## src/rtl/imem_pkg.sv

```systemverilog
// Shared constants and FSM encoding for the instruction-memory responder.
// IMEM_WAIT_EN adds the WAIT state used for programmable wait states.
package imem_pkg;
   localparam int IMEM_DEPTH = 64;
   localparam int WORD_W     = 32;
   localparam int WAIT_W     = 3;
   localparam int LD_AW      = 6;

`ifdef IMEM_WAIT_EN
   typedef enum logic [1:0] {
      ST_IDLE = 2'd0,
      ST_WAIT = 2'd1,
      ST_RESP = 2'd2
   } state_t;
`else
   typedef enum logic [1:0] {
      ST_IDLE = 2'd0,
      ST_RESP = 2'd2
   } state_t;
`endif
endpackage

```

## src/rtl/imem_array.sv

```systemverilog
// Instruction storage: one write port, one registered read port, no reset.
// A read and a write to the same word on the same edge returns the old word.
module imem_array
   import imem_pkg::*;
#(
   parameter int DEPTH = IMEM_DEPTH
) (
   input  logic              clk_i,
   input  logic              we_i,
   input  logic [LD_AW-1:0]  waddr_i,
   input  logic [WORD_W-1:0] wdata_i,
   input  logic              re_i,
   input  logic [LD_AW-1:0]  raddr_i,
   output logic [WORD_W-1:0] rdata_o
);

   logic [WORD_W-1:0] mem_q [DEPTH];
   logic [WORD_W-1:0] rdata_q;

   always_ff @(posedge clk_i) begin
      if (we_i && (int'(waddr_i) < DEPTH)) mem_q[waddr_i] <= wdata_i;
      if (re_i) rdata_q <= mem_q[raddr_i];
   end

   assign rdata_o = rdata_q;

endmodule

```

## config.mk

```make
export PLATFORM = sky130hd
export DESIGN_NAME = imem_array
export DESIGN_NICKNAME = d
export VERILOG_FILES = /design/src/rtl/imem_pkg.sv /design/src/rtl/imem_array.sv
export SDC_FILE = /design/constraint.sdc
export NUM_CORES = 2
export LEC_CHECK = 0
export BUFFER_PORTS_ARGS = -buffer_cell sky130_fd_sc_hd__buf_2
export CAP_MARGIN = 10
export CORE_MARGIN = 4
export CORE_UTILIZATION = 35
export DETAILED_ROUTE_END_ITERATION = 6
export SETUP_SLACK_MARGIN = 0.1
export SLEW_MARGIN = 5
export SYNTH_ARGS = -nofsm -noshare
export SYNTH_HDL_FRONTEND = slang
export SYNTH_SLANG_ARGS = --single-unit
```

## constraint.sdc

```tcl
create_clock -name clk_i -period 6.7 [get_ports clk_i]
set_input_delay 0.67 -clock clk_i [delete_from_list [all_inputs] [get_ports clk_i]]
set_output_delay 0.67 -clock clk_i [all_outputs]
set_load 0.005 [all_outputs]
```

==> impl_metrics.json <==
{
  "outcome": "finished clean",
  "avgSynthCellArea_sq_um": 23.72,
  "synth.area.top_cells": "edfxtp_1, mux4_2, mux2i_1",
  "endpoint_kind": "flop",
  "start_util": 0.3533,
  "antenna_left": 0,
  "period_minus_slack_ns": 3.474,
  "finalHoldViolations": 0,
  "ctsLongestPathBuffers": 3,
  "peakVddDrop_mv": 0.2228,
  "drc": 0,
  "cts.sinks": 2080,
  "slew_viol_final": 0,
  "synth_cell_types": 33,
  "rsz0062_at_grt": "no",
  "cts_made_buffers": 209,
  "routedWlPerCell_um": 31.01,
  "power_leakage_nw": 27.72,
  "slew_headroom": 0.1472,
  "power.density_mw_per_mm2": 301.3,
  "fin_nets": 3610,
  "drtPass1Iterations": 6,
  "ys_ff_latch": 2080,
  "die_h_um": 482.6,
  "clkPwrFrac": 0.422,
  "p_seq_frac": 0.531,
  "swShare": 0.2085,
  "final_cells": 6716,
  "internal_power_mw": 21.58,
  "clkSlewWorstSetupHoldPaths_ns": 0.06,
  "grt_pass1_vias": 37853,
  "synthToLayoutAreaGrowth_pct": 14.78,
  "dp.final_hpwl_um": 111100,
  "cap_violations": 0,
  "hold_buffers": 0,
  "die-area_sq_mm": 0.2329,
  "critical_path_peak_fanout": 69,
  "fp.dieW_um": 482.6,
  "port_buffers": 78,
  "cts.htree.levels": 4,
  "synthesis.instances": 3324,
  "arrival_ns": 4.00,
  "grt_max_degree": 83,
  "grt_first_pass_wirelength_um": 294000,
  "vias": 37108,
  "tightest_slew_ns": 1.279,
  "synthesis.area_sq_mm": 0.07884,
  "startpoint_type": "input pin",
  "cp.required_ns": 7.23,
  "routabilityCongestion": 0.7573,
  "timing.fmax_mhz": 287.9,
  "yosys.area.top_type": "edfxtp_1",
  "dr.first_iter.drc_count": 4284,
  "cts_root_buf": "clkbuf_16",
  "tritoncts": "done",
  "p_switching_mw": 5.684,
  "period_share": 0.5185,
  "yosys_warnings": 0,
  "coreArea_sq_mm": 0.2232,
  "antenna_found_initial": 24,
  "drt_wl_total_um": 208200,
  "synth_flop_cell": "edfxtp_1",
  "grt_overflow": 0,
  "synth_edf_count": 2080,
  "drive_gt1_frac": 0.2939,
  "ys_async_sr_fraction": 0,
  "skew_ns": 0.03289,
  "insertion_delay_ns": 0.82,
  "pin_count": 79,
  "cts_resized": 0,
  "postCtsSetupBuffers": 0,
  "vias_per_cell": 5.525,
  "p_comb_frac": 0.047,
  "synth_top_area_frac": 0.7923,
  "grt_usage": 0.1779,
  "worstSetupPathType": "input pin to flop",
  "setup-tns-final_ns": 0,
  "synthesis.nets": 3371,
  "placed_cells": 6324,
  "yosysSeqAreaShare": 0.7923,
  "row_count": 173,
  "holdCritPathClass": "input pin to flop",
  "setup_viol_count_final": 0
}
-- synth_stat cells, types with 8 or more instances --
master and number:
edfxtp_1 2080, mux4_2 544, nor2_1 137, mux2i_1 93
o22ai_1 84, clkbuf_1 74, a21oi_1 62, buf_2 57
o221ai_1 27, nand2_1 26, buf_4 25, buf_1 21
nor2b_1 15, a22oi_1 12, a311oi_1 8, nand2b_1 8
-- power groups by stage --
| stage | registers [mW] | logic (mW) | clock network [mW] |
|---|---|---|---|
| global placement | 14.8 | 1.28 | 0 |
| detailed placement | 14.8 | 1.29 | 0 |
| CTS | 14.5 | 1.29 | 11.7 |
| floorplan | 14.7 | 0.701 | 0 |
| global route | 14.5 | 1.35 | 12.3 |
| finish | 14.5 | 1.28 | 11.5 |
-- sequential cells by signal, summed over array words and instances, names as in the netlist --
| signal | flops |
|---|---|
| rdata_o | 32 |
| mem_q | 2048 |
-- layer usage --
layer	up-vias	track usage	routed length (um)
met4	10	0.05033	5607
met5	-	0	62
li1	14799	-	-
met1	20335	0.2447	85000
met2	1647	0.2931	102700
met3	317	0.03054	14900
-- cells by family (layout without fill, tap and decap cells) --
logic type             after synthesis  after routing  synth area share
multiplexers                       637            637            0.1672
other                                0              8                 0
buffers and inverters              182            591           0.01124
AND/OR/NAND/NOR                    223            223           0.01260
flip-flops                        2080           2080            0.7923
AO/OA/AOI/OAI                      202            202           0.01666
-- final timing paths --
path                                      end  cells after the start          start  slack, ns
worst max-delay path              rdata_o[18]                      8     raddr_i[0]       3.23
worst min-delay path            mem_q[10][22]                      1    wdata_i[22]       0.31
worst max register to register    rdata_o[18]                      5  mem_q[62][18]       4.06
worst min register to register     rdata_o[4]                      4   mem_q[28][4]       0.86
-- cell usage in the layout (no fill, tap or decap), types with 4 or more instances in the layout --
master and n:
nand2_1 26, nor2_1 75, a311oi_1 8, nand2b_1 7
buf_2 74, diode_2 8, and3_1 4, clkinv_1 54
o221ai_1 27, edfxtp_1 2080, o22ai_1 84, buf_4 119
buf_12 13, nor2_4 62, nor3_1 5, mux4_2 544
bufinv_16 20, mux2i_1 93, a41o_1 4, a22oi_1 12
clkinv_2 24, a21oi_1 62, nor2b_1 15, nand3_1 5
clkinv_8 4, clkinvlp_4 4, clkbuf_1 53, clkbuf_16 217
nand3b_1 5, o32ai_1 4
-- layout make-up --
| class | count | area (sq um) |
|---|---|---|
| Fill cell | 19264 | 132700 |
| Sequential cell | 2080 | 62460 |
| Multi-Input combinational cell | 1062 | 15970 |
| Clock buffer | 270 | 5629 |
| Tap cell | 2975 | 3722 |
| Timing Repair Buffer | 210 | 1580 |
| Clock inverter | 111 | 1105 |
| Antenna cell | 8 | 20.02 |
-- stage by stage --
stage	cell area (sq um)	total power [mW]	utilization	setup slack, ns	hold slack [ns]
global placement	83670	16.04	0.3749	2.266	0.8330
floorplan	78840	15.43	-	2.870	0.7502
detailed placement	83670	16.06	0.3749	2.304	0.8470
global route	90470	28.09	0.4054	3.052	0.2865
CTS	90400	27.47	0.4051	3.198	0.3064
finish	90480	27.26	0.4055	3.226	0.3122
-- worst max-delay path, cell delays in order --
cell and delay [ns]:
buf_8 0.63, buf_12 0.39, buf_4 0.43, mux4_2 0.57
o22ai_1 0.18, nor3_1 0.08, a31oi_1 0.76, nor2_1 0.10
(Power assumes the default switching activity.)
